### config.mk
export PLATFORM = sky130hd
export DESIGN_NAME = mux_alu_pipe
export DESIGN_NICKNAME = d
export VERILOG_FILES = /design/src/rtl/mux_alu_pipe.sv
export SDC_FILE = /design/constraint.sdc
export NUM_CORES = 1
export LEC_CHECK = 0
export ABC_AREA = 1
export CORE_ASPECT_RATIO = 0.7
export CORE_UTILIZATION = 45
export DETAILED_ROUTE_END_ITERATION = 10
export PLACE_DENSITY = 0.79
export RECOVER_POWER = 50
export SLEW_MARGIN = 0
export SYNTH_ARGS = -nofsm -noshare
export SYNTH_HDL_FRONTEND = slang
export SYNTH_SLANG_ARGS = --single-unit
### constraint.sdc
create_clock -name clk -period 3.4 [get_ports clk]
set_clock_uncertainty 0.15 [all_clocks]
set_input_delay 0.51 -clock clk [delete_from_list [all_inputs] [get_ports clk]]
set_output_delay 0.51 -clock clk [all_outputs]
set_load 0.02 [all_outputs]
### src/rtl/mux_alu_pipe.sv
`default_nettype none
// ============================================================================
//  Module   : mux_alu_pipe
//  Brief    : NCH-channel operand select feeding an 8-op ALU, wrapped in a
//             two-stage valid/ready pipeline with full back-pressure.
//             Stage 1 registers the selected operands and op code, stage 2
//             registers result/carry/zero.
//  Options  : define MUX_ALU_PIPE_SAT_EN to make ADD saturate to all-ones on
//             carry and SUB saturate to zero on borrow (carry still reports
//             the overflow/borrow). Undefined: ADD/SUB wrap.
//  Revision : 1.0 - initial release
// ============================================================================
module mux_alu_pipe #(
    parameter  int WIDTH = 4,
    parameter  int NCH   = 2,
    localparam int SEL_W = $clog2(NCH)
) (
    input  logic                   clk,
    input  logic                   rst,
    input  logic                   in_valid,
    output logic                   in_ready,
    input  logic [NCH*WIDTH-1:0]   data_in,
    input  logic [SEL_W-1:0]       sel_a,
    input  logic [SEL_W-1:0]       sel_b,
    input  logic [2:0]             op,
    output logic                   out_valid,
    input  logic                   out_ready,
    output logic [WIDTH-1:0]       result,
    output logic                   carry,
    output logic                   zero
);

    localparam logic [2:0] c_op_add   = 3'b000;
    localparam logic [2:0] c_op_sub   = 3'b001;
    localparam logic [2:0] c_op_and   = 3'b010;
    localparam logic [2:0] c_op_or    = 3'b011;
    localparam logic [2:0] c_op_xor   = 3'b100;
    localparam logic [2:0] c_op_pass  = 3'b101;
    localparam logic [2:0] c_op_shl1  = 3'b110;

`ifdef MUX_ALU_PIPE_SAT_EN
    localparam bit c_sat_en = 1'b1;
`else
    localparam bit c_sat_en = 1'b0;
`endif

    // Stage 1: selected operands and op code
    logic                s1_valid_q, s1_valid_d;
    logic [WIDTH-1:0]    s1_a_q,     s1_a_d;
    logic [WIDTH-1:0]    s1_b_q,     s1_b_d;
    logic [2:0]          s1_op_q,    s1_op_d;

    // Stage 2: registered ALU outputs
    logic                s2_valid_q, s2_valid_d;
    logic [WIDTH-1:0]    result_q,   result_d;
    logic                carry_q,    carry_d;
    logic                zero_q,     zero_d;

    logic                w_s2_adv;
    logic                w_s1_adv;
    logic                w_in_accept;
    logic [WIDTH-1:0]    w_mux_a;
    logic [WIDTH-1:0]    w_mux_b;
    logic [WIDTH:0]      w_sum;
    logic [WIDTH:0]      w_diff;
    logic [WIDTH-1:0]    w_alu_res;
    logic                w_alu_carry;

    // Handshake: a stage advances when the stage after it can take its data
    always_comb begin
        w_s2_adv    = !s2_valid_q || out_ready;
        w_s1_adv    = s1_valid_q && w_s2_adv;
        in_ready    = !s1_valid_q || w_s2_adv;
        w_in_accept = in_valid && in_ready;
    end

    // Operand select; indices at or beyond NCH read as zero
    always_comb begin
        w_mux_a = '0;
        w_mux_b = '0;
        for (int k = 0; k < NCH; k++) begin
            if (sel_a == SEL_W'(k)) w_mux_a = data_in[k*WIDTH +: WIDTH];
            if (sel_b == SEL_W'(k)) w_mux_b = data_in[k*WIDTH +: WIDTH];
        end
    end

    // Stage 1 next state: load on accept, empty when drained into stage 2
    always_comb begin
        s1_valid_d = s1_valid_q;
        s1_a_d     = s1_a_q;
        s1_b_d     = s1_b_q;
        s1_op_d    = s1_op_q;
        if (w_in_accept) begin
            s1_valid_d = 1'b1;
            s1_a_d     = w_mux_a;
            s1_b_d     = w_mux_b;
            s1_op_d    = op;
        end else if (w_s1_adv) begin
            s1_valid_d = 1'b0;
        end
    end

    // ALU on the stage-1 registers; carry taken from a WIDTH+1 bit sum/difference
    always_comb begin
        w_sum       = {1'b0, s1_a_q} + {1'b0, s1_b_q};
        w_diff      = {1'b0, s1_a_q} - {1'b0, s1_b_q};
        w_alu_res   = '0;
        w_alu_carry = 1'b0;
        case (s1_op_q)
            c_op_add: begin
                w_alu_carry = w_sum[WIDTH];
                w_alu_res   = (c_sat_en && w_sum[WIDTH]) ? '1 : w_sum[WIDTH-1:0];
            end
            c_op_sub: begin
                w_alu_carry = w_diff[WIDTH];
                w_alu_res   = (c_sat_en && w_diff[WIDTH]) ? '0 : w_diff[WIDTH-1:0];
            end
            c_op_and:  w_alu_res = s1_a_q & s1_b_q;
            c_op_or:   w_alu_res = s1_a_q | s1_b_q;
            c_op_xor:  w_alu_res = s1_a_q ^ s1_b_q;
            c_op_pass: w_alu_res = s1_a_q;
            c_op_shl1: begin
                w_alu_res   = {s1_a_q[WIDTH-2:0], 1'b0};
                w_alu_carry = s1_a_q[WIDTH-1];
            end
            default: begin
                // SHR1, logical
                w_alu_res   = {1'b0, s1_a_q[WIDTH-1:1]};
                w_alu_carry = s1_a_q[0];
            end
        endcase
    end

    // Stage 2 next state: outputs only change when the consumer can move on
    always_comb begin
        s2_valid_d = s2_valid_q;
        result_d   = result_q;
        carry_d    = carry_q;
        zero_d     = zero_q;
        if (w_s2_adv) begin
            s2_valid_d = s1_valid_q;
            if (s1_valid_q) begin
                result_d = w_alu_res;
                carry_d  = w_alu_carry;
                zero_d   = (w_alu_res == '0);
            end
        end
    end

    // Pipeline registers; reset discards anything in flight
    always_ff @(posedge clk or posedge rst) begin
        if (rst) begin
            s1_valid_q <= 1'b0;
            s1_a_q     <= '0;
            s1_b_q     <= '0;
            s1_op_q    <= '0;
            s2_valid_q <= 1'b0;
            result_q   <= '0;
            carry_q    <= 1'b0;
            zero_q     <= 1'b0;
        end else begin
            s1_valid_q <= s1_valid_d;
            s1_a_q     <= s1_a_d;
            s1_b_q     <= s1_b_d;
            s1_op_q    <= s1_op_d;
            s2_valid_q <= s2_valid_d;
            result_q   <= result_d;
            carry_q    <= carry_d;
            zero_q     <= zero_d;
        end
    end

    assign out_valid = s2_valid_q;
    assign result    = result_q;
    assign carry     = carry_q;
    assign zero      = zero_q;

endmodule
`default_nettype wire
Yosys cells after proc, flatten, opt, wreduce, memory -nomap -nowiden
Cells that the tools add are included.
{"block": "word_totals", "regBits": 19, "in_bits": 17, "elab_cells": 36}
{"block": "op_classes", "add_sub_neg": 2, "eq_ne": 6, "n_mux": 6, "bitwise_logic": 3, "n_reduce_logical": 11}
{"op": "$pmux W4 S7", "count": 1}
{"op": "$eq A3 B3 Y1 const B", "count": 3}
{"op": "$mux W4", "count": 2}
{"op": "$eq A3 B2 Y1 const B", "count": 2}
{"op": "$add A4 B4 Y5", "count": 1}
{"op": "$sub A4 B4 Y5", "count": 1}
{"op": "$and A4 B4 Y4", "count": 1}
{"op": "$logic_not A4 Y1", "count": 1}
{"op": "$or A4 B4 Y4", "count": 1}
{"op": "$pmux W1 S4", "count": 1}
{"op": "$reduce_or A4 Y1", "count": 1}
{"op": "$xor A4 B4 Y4", "count": 1}
{"op": "$eq A3 B1 Y1 const B", "count": 1}
{"op": "$logic_not A3 Y1", "count": 1}
{"op": "$logic_and A1 B1 Y1", "count": 2}
{"op": "$logic_not A1 Y1", "count": 2}
{"op": "$logic_or A1 B1 Y1", "count": 2}
{"op": "$mux W1", "count": 2}
{"op": "$reduce_and A2 Y1", "count": 1}
{"op": "$reduce_bool A2 Y1", "count": 1}

Logic depth before layout (Yosys ltp)
Gate-level depths: netlist of run 1.
{"block": "depth", "ltp_word": 5, "depth_mapped": 13, "depth_no_buf": 13}

Worst setup path after synthesis of run 1
No wires, ideal clock.
{"block": "synth_timing", "path_type": "register to register", "from": "reg s1_a_q[0]", "to": "reg zero_q, in the netlist zero", "setup_time_ns": 0.065, "arrival_ns": 1.640, "path_slack_ns": 1.545, "stages_incl_launch_ff": 12, "n_path_buf": 0, "period_less_slack_ns": 1.855, "path_cell_list": "dfrtp_1 > inv_1 > ha_1 > fa_1 > inv_1 > nand4_1 > nand2_1 > nor2_1 > nand3_1 > nor2_1 > nand3_1 > nand2_1"}
{"block": "synth_via", "elab_chain_len": 3, "elab_cells_between_ends": 7}
{"item": "from (decl)", "line_no": "49", "rtl": "logic [WIDTH-1:0] s1_a_q, s1_a_d;"}
{"item": "from (signal assigned)", "line_no": "154", "rtl": "s1_a_q <= '0;"}
{"item": "from (signal assigned)", "line_no": "163", "rtl": "s1_a_q <= s1_a_d;"}
{"item": "$sub A4 B4 Y5, or another cell as far along", "line_no": "106", "rtl": "w_diff = {1'b0, s1_a_q} - {1'b0, s1_b_q};"}
{"item": "$pmux W4 S7 (*)", "line_no": "109", "rtl": "case (s1_op_q)"}
{"item": "$logic_not A4 Y1 (*)", "line_no": "145", "rtl": "zero_d = (w_alu_res == '0);"}
{"item": "to (signal assigned)", "line_no": "169", "rtl": "zero_q <= zero_d;"}
{"item": "to (decl)", "line_no": "57", "rtl": "logic zero_q, zero_d;"}
Mark *: on every way between the ends. The rest lies on a longest branch, timed or not.
A chain may end at the register's enable or synchronous reset.

Worst setup path after layout of run 1
{"block": "layout_timing", "from": "in out_ready", "to": "out in_ready"}
{"block": "layout_via", "elab_chain_len": 2}
{"item": "from (decl)", "line_no": "27", "rtl": "input logic out_ready,"}
{"item": "$logic_or A1 B1 Y1", "line_no": "71", "rtl": "w_s2_adv = !s2_valid_q || out_ready;"}
{"item": "$logic_or A1 B1 Y1", "line_no": "73", "rtl": "in_ready = !s1_valid_q || w_s2_adv;"}
{"item": "to (decl)", "line_no": "21", "rtl": "output logic in_ready,"}
No other way between the ends.

==> impl.org, run 1 <==
** Flow run
- Maxcap violations :: 0

** CTS
- TritonCTS Buffers :: 3
- After clock tree synthesis, the clock-pin slew on the worst setup and hold paths is ~0.070 ns.
- TritonCTS clock tree :: done
- Root Driver :: sky130_fd_sc_hd__clkbuf_8
- After clock tree synthesis, the flow added hold-fix buffers numbering 0.
- Number of buffers inserted by post-CTS setup repair :: 0
- Maximum level of the CTS H-tree :: 1
- In this run, post-CTS repair resized a total of 0 instances.
- Clock latency on the worst-skew pair, taken at its later pin, is between 0.2 and 0.3 ns.
- Max clock buf depth :: 2
- Clock sink count :: 19

** STA
- Timing would allow up to between 400 and 500 MHz.
- Post-route clock period utilization :: a little under three quarters
- In the final timing run, aggregate negative setup slack is 0 ns.
- Setup repair after global routing missed its margin :: false
- The number of hold violations in the final report is 0.
- Transition time at the pin with the least slew margin :: 0.728 ns
- Hold Worst Slack :: 0.330 ns
- Pins over their slew limit :: 0
- The routed design could run at a clock period as short as 2.44 ns.
- Setup violations remaining at the end of the flow were counted as 0.
- Normalized max-slew margin :: about half

** Power and ir drop
- Worst IR drop on VDD :: 0.225 mV
- For this design the ratio of total power to cell area is roughly 530 nW/um^2.
- Leakage power :: approximately 0.90 nW

** Yosys
- Sequential cells were found to cover approximately a third of the synthesized design area.
- Parity-gate share of the synthesized area counting xor and xnor cells :: 0.597%
- Averaged over all synthesized cells, the footprint is between 6 and 7 sq um.
- Simple-gate share of the synthesized area :: between 30 and 40%
- Combinational family with the most area after synthesis :: simple AND/OR/NAND/NOR gates
- After synthesis, the largest area contributor takes up roughly 32% of total cell area.
- The synthesized design contains 19 register bits.
- Measured against the total synthesized area, the mux share comes to 0%.
- The netlist uses 23 different library cells.
- Compound-cell area share of the yosys netlist :: a little under a tenth
- Adder-Cell Fraction of Synth Area :: 13.0%
- After synthesis the cells add up to between 1000 and 1500 sq um.
- Syn Nets :: between 200 and 250
- The biggest area contributor in the post-synthesis netlist is sky130_fd_sc_hd__dfrtp_1.
- Ranked by total cell area, the synthesized netlist is headed by sky130_fd_sc_hd__dfrtp_1, sky130_fd_sc_hd__nand2_1, sky130_fd_sc_hd__ha_1.
- Synthesis produced 210 cells.
- Total number of yosys warnings :: 0

** Drt
- Number of iterations in the first detailed-routing pass :: 4
- For this block, the routed nets add up to roughly 3300 um of wire.
- Count of unresolved DRC violations after routing :: 0
- In this run the remaining antenna-violating nets after routing total 0.
- Vias post-DR :: 1374
- After the first detailed-routing iteration, the DRC count stood at between 150 and 200.
- After detailed routing, the average wire length per cell comes to between 10 and 15 um.
- Dividing the detail-routed via count by the number of cells gives 5.13.

** Layout
- Area Growth Syn to Fin :: 19.5%
- Final-stage net count :: 264
- Number of antenna cells inserted :: 0
- In the layout the commonest cells are sky130_fd_sc_hd__nand2_1, sky130_fd_sc_hd__inv_1, sky130_fd_sc_hd__o21ai_0, sky130_fd_sc_hd__clkdlybuf4s50_1, sky130_fd_sc_hd__dfrtp_1.
- Area of all sequential standard cells :: between 400 and 500 sq um
- The multi-input combinational cells in the finished layout cover a total of 842 sq um.
- Of the cells placed in the final design, the portion with a size suffix greater than 1 is 5.17%.
- The filler cells instantiated in the layout total about 290.
- Once layout is complete, the cells apart from fillers number around 270.
- Most common cell after layout, fill and taps aside :: sky130_fd_sc_hd__nand2_1

** Critical path
- CP Launch Type :: primary input
- Startpoint of the most critical setup path :: out_ready
- Req. time, crit path :: about 2.7 ns
- Endpoint of the most critical setup path :: in_ready
- Top fanout value on the critical path :: 3
- Crit path kind :: in -> out
- Data arrives at the worst endpoint at approximately 1.8 ns.
- Critical path capture point type :: output pin
- The worst register-to-register path has a setup slack of around 1.3 ns.
- Worst reg2reg endpoint :: zero
- The worst register-to-register path has a depth of 11.
- Critical path's largest stage delay :: approximately 0.61 ns
- The startpoint identified for the worst register-to-register timing path is s1_a_q[1].
- Chain of cells forming the critical path :: dlygate4sd3_1, inv_1, nand3_1, clkdlybuf4s50_1
- Slowest library cell on the worst path :: sky130_fd_sc_hd__clkdlybuf4s50_1

** Placed design
- Count of port buffers added during placement :: 24
- The wire-length estimate of the detail-placed layout is roughly 2500 um.
- Routability-driven placement finished with a final weighted congestion of between 0.9 and 1.
- Placed cell count :: between 200 and 300

** Floorplanning
- From bottom edge to top edge, the die measures 49.8 um.
- Number of rows in the core area :: 16
- The die is 70.2 um wide.
- The floorplan step defined a die boundary enclosing about 3500 sq um.
- Top-level I/O count :: 25
- Initial Util :: 49.8%
- In this run the standard cell core region covers approximately 3000 sq um.

** Status
- The flow ran to the end, and the final reports show no timing, DRC or antenna violations.

** Global routing
- Maximum number of pins on one net before global-route repair :: 23
- The via count of the first global-routing pass came to about 1300.
- The first global-routing pass estimated ~5800 um of wire.
- Global routing consumed, over all layers together, about a fifth of the routing resources.
- For this run the aggregate overflow at the end of global routing stands at 0.
- The number of antenna violations at the first check in global routing is 0.

** Min path
- The tightest min-delay check is of the reg -> reg type.
## metal layers
| metal | GRT usage [%] | up-vias | part of all wire [%] |
|---|---|---|---|
| li1 | - | 711 | - |
| met1 | 29.9 | 606 | 49 |
| met2 | 33.5 | 55 | 44 |
| met3 | 4.29 | 2 | 7.4 |
| met4 | 3.33 | 0 | 0.21 |
| met5 | 0 | - | 0 |
## registers in the layout, summed over array words and instances (netlist names)
register / cells
s1_valid_q: 1
s1_b_q: 4
result: 4
s1_op_q: 3
out_valid: 1
zero: 1
carry: 1
s1_a_q: 4
## worst min path at each step
stage | from | cells after the start | slack (ns) | to
floorplan | rst | 1 | 0.31 | carry
global placement | result[2] | 2 | 0.31 | result[2]
detailed placement | result[2] | 2 | 0.31 | result[2]
CTS | result[2] | 2 | 0.33 | result[2]
global route | zero | 2 | 0.36 | zero
finish | result[2] | 2 | 0.33 | result[2]
## critical path: cells and delay by family
family	cells	cell delay, ns
simple gates	1	0.09
buf+inv	3	1.18
## cell type report
cell class                      count  share of cell area, %
Multi-Input combinational cell    157                   48.0
Sequential cell                    19                   27.1
Inverter                           28                   6.00
Tap cell                           36                   2.57
Timing Repair Buffer               24                   13.7
Clock buffer                        4                   2.57
## cell families (layout without fill, tap and decap cells)
family          count (synthesis)  count (layout)
flops                          19              19
buf+inv                        34              56
simple gates                  114             114
xor+xnor                        1               1
fa+ha+maj                      14              14
compound gates                 28              28
## power by group
part | leakage (nW) | switching (mW) | internal, mW
registers | 0.235 | 0.0608 | 0.281
logic | 0.642 | 0.247 | 0.177
clock network | 0.0228 | 0.0745 | 0.0833
## stage by stage
stage | utilization (%) | worst slack [ns] | area, sq um | total power [mW]
3_5_place_dp | 58.0 | 1.02 | 1710 | 0.768
4_1_cts | 59.6 | 1.02 | 1750 | 0.929
5_1_grt | 59.6 | 0.909 | 1750 | 0.999
3_3_place_gp | 58.0 | 1.03 | 1710 | 0.759
6_report | 59.6 | 0.957 | 1750 | 0.923
2_1_floorplan | - | 1.55 | 1470 | 0.617
## synth_stat cells (all sizes together)
| master | count |
|---|---|
| a21oi | 5 |
| buf | 5 |
| clkbuf | 1 |
| dfrtp | 19 |
| fa | 2 |
| ha | 12 |
| inv | 28 |
| nand2 | 67 |
| nand3 | 14 |
| nand3b | 1 |
| nand4 | 9 |
| nor2 | 21 |
| nor3 | 1 |
| o21ai | 23 |
| or2 | 1 |
| xnor2 | 1 |
Note: power is estimated with default switching activity, not from simulation.
==> run 2, diff against run 1 <==
==> constraint.sdc (replaced) <==
create_clock -name clk -period 2.4 [get_ports clk]
set_clock_uncertainty 0.15 [all_clocks]
set_input_delay 0.36 -clock clk [delete_from_list [all_inputs] [get_ports clk]]
set_output_delay 0.36 -clock clk [all_outputs]
set_load 0.02 [all_outputs]
==> run 2 against run 1 <==
Compared with the run above:
- sequential power up 41%
- sequential share of layout area down 0.17 points
- final cell count up 0.75%
- setup slack worse by 0.72 ns
- largest power group unchanged
==> impl.org, run 2 (synthesis results as in run 1) <==
** Status
- Run status :: finished, final reports clean

** Global routing
- The via count of the first global-routing pass was around 1200.
- Global-route wire length before repair :: approximately 5800 um
- Initial antenna violation count :: 0
- Entering global routing, the biggest net connects 23 pins.
- Combined global-route utilization of all metal layers :: 21.1%
- Remaining Overflow, GRT :: 0

** CTS
- Number of cells upsized or downsized after cts :: 0
- No sink is reached through more buffers than the 2 on the longest clock path.
- Counting the buffers created by CTS gives 3.
- CTS placed an instance of sky130_fd_sc_hd__clkbuf_8 at the clock tree root.
- After clock tree synthesis, the clock-pin slew on the worst setup and hold paths is 0.07 ns.
- TritonCTS clock tree :: done
- Clock tree synthesis found a total of 19 sinks.
- Maximum level of the CTS H-tree :: 1
- Insertion delay of the later-clocked pin in the worst-skew pair :: 0.25 ns
- In this run the post-CTS setup repair buffer count came out at 0.
- Number of hold-repair buffers added at the cts stage :: 0

** Floorplanning
- The die is 49.8 um tall.
- The core region is 2940 sq um.
- After floorplanning, the core was divided into 16 placement rows.
- For this design the top-level I/O count stands at 25.
- The die is 70.2 um wide.
- For this configuration, the core starts out at a cell density of approximately half.
- DIE AREA :: 3490 sq um

** Min path
- The worst hold path belongs to the class reg -> reg.
- Counting instances, the worst hold path has a depth of 2.
- Hold Crit Endpoint :: carry
- Origin of the worst min-delay path :: carry

** STA
- Maximum operating frequency :: about 460 MHz
- Normalized max-slew margin :: between 40 and 50%
- The smallest clock period supported by the final layout is computed as around 2.2 ns.
- The number of slew-limit violations in the final report is 0.
- Transition time at the pin with the least slew margin :: just over 0.8 ns
- Post-route clock period utilization :: 90.0%
- Setup violators final :: 0
- Across all hold checks on the routed design, the worst slack comes to 0.333 ns.
- Final sum of negative setup slack :: 0 ns
- The number of hold violations in the final report was 0.
- Setup repair after global routing left no endpoint under its margin.

** Critical path
- Crit path kind :: in -> out
- Measured in cells, the most critical reg-to-reg path has a length of 9.
- Worst reg2reg endpoint :: zero
- The largest single stage delay on the critical path is ~0.6 ns.
- Of all nets on the critical path, the largest fanout is 3.
- For flop-to-flop paths, the worst setup slack is 0.34 ns.
- CP Launch Type :: primary input
- Slowest library cell on the worst path :: sky130_fd_sc_hd__clkdlybuf4s50_1
- STA classifies the critical path endpoint as an output pin.
- Critical path arrival :: approximately 1.7 ns
- The startpoint identified for the worst register-to-register timing path is s1_a_q[2].
- Chain of cells forming the critical path :: dlygate4sd3_1, inv_1, nand3_1, clkdlybuf4s50_1
- STA puts the critical path data required time at approximately 1.9 ns.

** Placed design
- In this run the cell area measured after placement is about 1700 sq um.
- At the end of routability-driven placement, the weighted congestion stood at around 0.96.
- During placement, the flow inserted port buffers numbering 24.
- DP Wirelength :: about 2600 um

** Power and ir drop
- Power after layout :: 1.32 mW
- Power density relative to cell area :: about 750 nW/um^2
- Leakage power :: 0.904 nW
- Worst IR drop on VDD :: 0.310 mV

** Flow run
- Max-cap violations in this run came to 0.

** Layout
- In the layout the commonest cells are sky130_fd_sc_hd__nand2_1, sky130_fd_sc_hd__inv_1, sky130_fd_sc_hd__clkdlybuf4s50_1.
- Ratio of cells with drive above 1 in the final layout :: approximately 5.6%
- The repair_antennas step left the layout with diodes totalling 0.
- After routing the design area is 1760 sq um.
- Final-stage net count :: 266
- Relative to the synthesized area, the layout overhead comes to 20.3%.
- The filler cells instantiated in the layout total ~290.
- Most common cell after layout, fill and taps aside :: sky130_fd_sc_hd__nand2_1

** Drt
- In this run, the number of DRC markers left after iteration 0 of detailed routing was around 190.
- After detailed routing, the number of vias per cell comes to slightly above 5.
- After detailed routing, the average wire length per cell comes to approximately 12 um.
- Count of unresolved DRC violations after routing :: 0
- Final antenna-violating net count :: 0
- Number of iterations in the first detailed-routing pass :: 4
- Final Routed Wirelength :: around 3400 um
- Vias post-DR :: about 1400
[run 2: cell types whose count changed in the layout (fill, tap and decap cells not counted)]
| cell | before | now |
|---|---|---|
| sky130_fd_sc_hd__clkdlybuf4s50_1 | 21 | 22 |
| sky130_fd_sc_hd__clkbuf_1 | 1 | 2 |
| sky130_fd_sc_hd__buf_4 | 0 | 1 |
| sky130_fd_sc_hd__dlygate4sd3_1 | 3 | 2 |
[run 2: layout make-up]
| class | instances | area (sq um) | share of cell area, % |
|---|---|---|---|
| clock buffer | 4 | 45.0 | 2.55 |
| timing repair buffer | 26 | 251 | 14.3 |
| inverter | 28 | 105 | 5.96 |
| sequential | 19 | 475 | 27.0 |
| multi-input combinational | 157 | 842 | 47.7 |
| tap | 36 | 45.0 | 2.55 |
[run 2: worst max path at each step]
stage / startpoint / to / slack (ns) / cells after the start
6_report: out_ready / in_ready / 0.24 / 4
5_1_grt: s1_a_q[0] / zero / 0.09 / 12
4_1_cts: out_ready / in_ready / 0.30 / 4
3_5_place_dp: out_ready / in_ready / 0.31 / 4
3_3_place_gp: out_ready / in_ready / 0.34 / 4
2_1_floorplan: s1_a_q[0] / zero / 0.55 / 11
[run 2: through the flow]
stage | util, % | cells | worst slack [ns]
floorplan | - | 210 | 0.545
global placement | 58.5 | 266 | 0.338
detailed placement | 58.5 | 266 | 0.313
CTS | 60.1 | 270 | 0.304
global route | 59.9 | 270 | 0.0854
finish | 59.9 | 270 | 0.240
[run 2: power by group]
part           switching [mW]  total (mW)  leakage (nW)  internal, mW
clock                   0.108       0.226        0.0228         0.118
sequential             0.0848       0.483         0.235         0.399
combinational           0.352       0.608         0.646         0.256
total                   0.545        1.32         0.904         0.773
[run 2: routing by layer]
metal / vias to the layer above / GRT usage (%) / part of all wire, %
met5: - / 0 / 0
met2: 48 / 31.9 / 43
met4: 0 / 2.67 / 0.12
met3: 2 / 6.75 / 7.7
met1: 623 / 30.2 / 49
li1: 716 / - / -
[run 2: worst max-delay path, delay by kind of cell]
| kind | cells | cell delay, ns |
|---|---|---|
| buffers and inverters | 3 | 1.19 |
| and+or+nand+nor | 1 | 0.10 |
==> patch 1: new RTL, config.mk and constraints of run 1 <==
Change the parameter `WIDTH` from 4 to 5.
--- a/src/rtl/mux_alu_pipe.sv
+++ b/src/rtl/mux_alu_pipe.sv
@@ -11,7 +11,7 @@
 //  Revision : 1.0 - initial release
 // ============================================================================
 module mux_alu_pipe #(
-    parameter  int WIDTH = 4,
+    parameter  int WIDTH = 5,
     parameter  int NCH   = 2,
     localparam int SEL_W = $clog2(NCH)
 ) (
Ports: changed (resized data_in and result); port bits go from 25 to 28. No check against the original RTL was run, so the function may have changed too.
==> patch 1 against run 1 <==
Setup slack worse by 0.031 ns. Routed wire length increased by 31%. Sequential cell count rose by 3. Area after synthesis rose by 22%. Total power grew 25%. Count of clock-buffer cells in the layout shrank 1. Clock power rose by 57%. Synthesized cell count up 26%. Global-route usage increased by 1.4 points. Cell area is 22% higher. Critical endpoint unchanged. Largest power group unchanged.
==> patch 1: results (changes against run 1) <==
f_max 0.404 GHz (-1.2%); drt via density 5.25 (+2.5%); drt initial violations 210 (+36%); Cell variety after synth 24 (+4.3%); Tot GR Track Use 22.4% (+1.4 points); GP Congestion 0.931 (-4.4%); Most used DFF post-synth dfrtp_1; antenna violations before repair 0 (unchanged); # port buffers 27 (+13%); Reg2Reg Setup Slack 1.12 ns (-0.16 ns); CTS H-Tree Depth 1 (unchanged); Arrival @ worst endpoint 1.81 ns (+0.03 ns); Synth Area in XOR/XNOR 0% (-0.60 points); CP Max Fanout 3 (unchanged); vias in the first global route 1,550 (+20%); status completed; CP top delay family buffers and inverters; # nets final 326 (+23%); reg2reg path depth 12 (+1); PwrDens 539 nW/um^2 (+2.2%); post-synthesis sequential area ratio 30.8% (-1.6 points); pin count of the biggest net entering global routing 27 (+17%); Static Leak 1.08 nW (+19%); CTS clk-pin slew, worst paths 0.09 ns (+0.02 ns); Critical Path End in_ready; root buffer cell clkbuf_8; compound-cell area share of the yosys netlist 11.5% (+1.9 points); Mapped Cells 265 (+26%); final WL 4320 microns (+31%); Wirelength per Cell 12.8 microns (+3.8%); Final ANT Viol Nets 0 (unchanged); clk_lat worst skew 0.27 ns (+0.02 ns); Post-synth top cells nand2_1, inv_1, o21ai_0; reg2reg start s1_a_q[0]$_DFFE_PP0P_; first-pass GRT wire length 7240 microns (+25%); maximum vdd drop 0.264 mV (+17%); Max-slew headroom 45.4% (-6.0 points); Inst Count DP 335 (+27%); DPL Wire Length 3360 microns (+33%); CP peak stage delay 0.61 ns (about the same); Synth Area in Adders 12.7% (-0.23 points); # diodes 0 (unchanged); layout cell share with drive strength beyond 1 4.15% (-1.0 points); pre-CTS setup slack 0.990 ns (-0.0329 ns); Net Count, Synth 301 (+25%); reg-to-reg endpoint zero$_DFFE_PP0P_; largest cells by area after synthesis dfrtp_1, nand2_1, ha_1, o21ai_0, inv_1
==> patch 1: cell count changes in the layout (fill, tap and decap cells not counted), moves of 4 or more <==
cell     delta
nor3_1      +5
nand2_1    +20
inv_1       +7
a21oi_1     +4
o21ai_0     +8
nand3_1     +8
==> patch 1: routing by layer <==
layer  up-vias  GRT usage (%)  share of wire (%)
met3         6           6.17                8.5
met1       795           30.9                 48
met4         0           5.35                1.1
li1        899              -                  -
met5         -              0                  0
met2        81           35.3                 43
==> patch 1: worst min-delay path by stage <==
stage                                       from                    end  slack, ns  cells after the start
after floorplan           s1_valid_q$_DFFE_PP0P_  out_valid$_DFFE_PP0P_       0.30                      2
after global placement    s1_valid_q$_DFFE_PP0P_  out_valid$_DFFE_PP0P_       0.31                      2
after detailed placement       carry$_DFFE_PP0P_      carry$_DFFE_PP0P_       0.31                      2
after CTS                      carry$_DFFE_PP0P_      carry$_DFFE_PP0P_       0.34                      2
after global routing           carry$_DFFE_PP0P_      carry$_DFFE_PP0P_       0.34                      2
final                          carry$_DFFE_PP0P_      carry$_DFFE_PP0P_       0.33                      2
==> patch 1: cell type report <==
type,count,area (sq um)
Timing Repair Buffer,27,270
Clock inverter,1,30.0
Clock buffer,3,41.3
Multi-Input combinational cell,199,1050
Tap cell,50,62.6
Sequential cell,22,551
Inverter,37,139
Fill cell,366,1510
==> patch 1: cell families after synthesis <==
logic type,count (synthesis)
AOI/OAI and AO/OA,41
adders and majority gates,17
buffers and inverters,44
DFF,22
and+or+nand+nor,141
==> patch 1: worst register-to-register path, cell delays in order (launching register included) <==
cell and delay (ns):
dfrtp_1 0.41, inv_1 0.16, ha_1 0.17, inv_1 0.06, fa_1 0.40, or2_1 0.24
nand3_1 0.08, nand2_1 0.05, nor2_1 0.12, nand3_1 0.11, nor2_1 0.13, nand3_1 0.08
nand2_1 0.06
==> patch 1: power breakdown <==
group / leakage, nW / switching, W / internal, W
sequential: 0.272 / 0.0000606 / 0.000322
combinational: 0.768 / 0.000318 / 0.000204
clock: 0.0357 / 0.0000906 / 0.000157
==> patch 1: per-stage QoR <==
stage	cell area (sq um)	utilization, %
after CTS	2140	58.8
after floorplan	1790	-
final	2140	58.6
after global placement	2070	56.8
after global routing	2140	58.6
after detailed placement	2070	56.8
==> patch 2: new RTL, flow settings as in run 1 <==
Made on the original files. Reset style: synchronous (`rst`), changed in one clocked block.
--- a/src/rtl/mux_alu_pipe.sv
+++ b/src/rtl/mux_alu_pipe.sv
@@ -148,7 +148,7 @@
     end
 
     // Pipeline registers; reset discards anything in flight
-    always_ff @(posedge clk or posedge rst) begin
+    always_ff @(posedge clk) begin
         if (rst) begin
             s1_valid_q <= 1'b0;
             s1_a_q     <= '0;
Function: differs if rst is asserted again (counterexample within 4 cycles, from zero or initial values and one cycle with rst high); with rst held inactive, the same outputs for 10 cycles.
==> patch 2 against run 1 <==
Sequential cell count unchanged. Cell area is 2.3% lower. First-iteration DRC count decreased by 12%. Area after synthesis fell by 0.68%. Routed wire length shrank 6.1%. Setup slack got worse by 0.085 ns. Die area shrank 0.67%.
Power is not compared: it rests on default switching activity, and its combinational part moved more than twofold at a synthesized area within 25%.
==> patch 2: results (changes against run 1) <==
status completed; drt initial violations 136 (-12%); CTS H-Tree Depth 1 (unchanged); pin count of the biggest net entering global routing 24 (+4.3%); CP Max Fanout 3 (unchanged); Wirelength per Cell 11.8 microns (-4.3%); Synth async-reset ratio 0% (-100 points); post-synthesis sequential area ratio 26.1% (-6.3 points); Clock Tree Buf Depth 2 (unchanged); largest cells by area after synthesis dfxtp_1, ha_1, a211oi_1, nand2_1, nor2_1; # port buffers 24 (unchanged); Fill cells 282 (-3.4%); total gr overflow 0 (unchanged); Post-DP Area 1670 sq um (-2.2%); GP Congestion 0.920 (-5.5%); Static Leak 0.778 nW; antenna violations before repair 0 (unchanged); vias in the first global route 1,261 (-2.1%); layout cell share with drive strength beyond 1 7.05% (+1.9 points); First-pass DRT Iterations 4 (unchanged); DPL Wire Length 2440 microns (-3.8%); Post-synth top cells nand2_1, nor2_1, inv_1; # diodes 0 (unchanged); first-pass GRT wire length 5580 microns (-3.3%); drt via density 5.26 (+2.6%); # nets final 259 (-1.9%); Net Count, Synth 240 (-0.41%); Cell variety after synth 26 (+13%); worst slew pin tran 0.712 ns (-0.0159 ns); post-CTS setup buffers 0 (unchanged); root buffer cell clkbuf_8; CTS clk-pin slew, worst paths 0.07 ns (about the same); maximum vdd drop 0.222 mV; yosys warns 0 (unchanged); CTS buffer count 3 (unchanged); clk_lat worst skew 0.25 ns (about the same); Arrival @ worst endpoint 1.87 ns (+0.09 ns); Most used DFF post-synth dfxtp_1; Tot GR Track Use 20.0% (-1.1 points); HP Class flip-flop to flip-flop; # resized after CTS 0 (unchanged)
patch 2: cell count changes after synthesis, moves of 3 or more:
| cell | change |
|---|---|
| nand3_1 | +3 |
| o21ai_0 | -15 |
| a21oi_1 | +6 |
| dfrtp_1 | -19 |
| dfxtp_1 | +19 |
| a211oi_1 | +16 |
| inv_2 | +4 |
| o21ai_1 | +3 |
| nor2_1 | +10 |
| nand2_1 | -37 |
| nand4_1 | +3 |
patch 2: per-stage QoR:
stage          setup WS (ns)  hold WS (ns)  std cells  total power [W]
2_1_floorplan           1.49         0.324        209         0.000394
3_3_place_gp           0.961         0.306        259         0.000444
3_5_place_dp           0.959         0.315        259         0.000446
4_1_cts                0.951         0.328        263         0.000602
5_1_grt                0.809         0.359        263         0.000637
6_report               0.872         0.321        263         0.000594
patch 2: logic make-up (layout without fill, tap and decap cells):
group	Yosys count	count (layout)	synth area share, %
AO/OA/AOI/OAI	41	41	18.1
XOR/XNOR	1	1	0.601
adder cells (fa/ha/maj)	14	14	13.1
buffers and inverters	42	60	13.1
flip-flops	19	19	26.1
AND/OR/NAND/NOR	92	92	29.0
patch 2: worst paths after layout:
path / from / to / slack (ns) / depth (start not counted)
worst max register to register: s1_a_q[0]$_SDFFE_PP0P_ / zero$_SDFFE_PP0P_ / 1.19 / 12
worst max-delay path: out_ready / in_ready / 0.87 / 4
worst min-delay path: carry$_SDFFE_PP0P_ / carry$_SDFFE_PP0P_ / 0.32 / 2
worst min register to register: carry$_SDFFE_PP0P_ / carry$_SDFFE_PP0P_ / 0.32 / 2
patch 2: layer usage:
metal  track usage [%]  share of wire (%)
met1              28.5                 51
met2              30.8                 41
met4              3.00               0.39
met5                 0                  0
met3              5.32                8.2
patch 2: cell type report:
type                    count  area [sq um]  area share [%]
clock buffers               4          45.0            2.63
inverters                  32           120            7.01
multi-input cells         148           882            51.5
flip-flops and latches     19           380            22.2
well taps                  36          45.0            2.63
repair buffers             24           240            14.0
patch 2: worst max-delay path: stages:
cell and delay [ns]:
dlygate4sd3_1 0.53, inv_1 0.13, nand3_1 0.14, clkdlybuf4s50_1 0.57
patch 2: where the power goes:
group,internal (W),switching (W),total (W)
combinational,0.0000730,0.000104,0.000177
sequential,0.000239,0.0000233,0.000263
clock,0.0000833,0.0000715,0.000155
total,0.000396,0.000198,0.000594
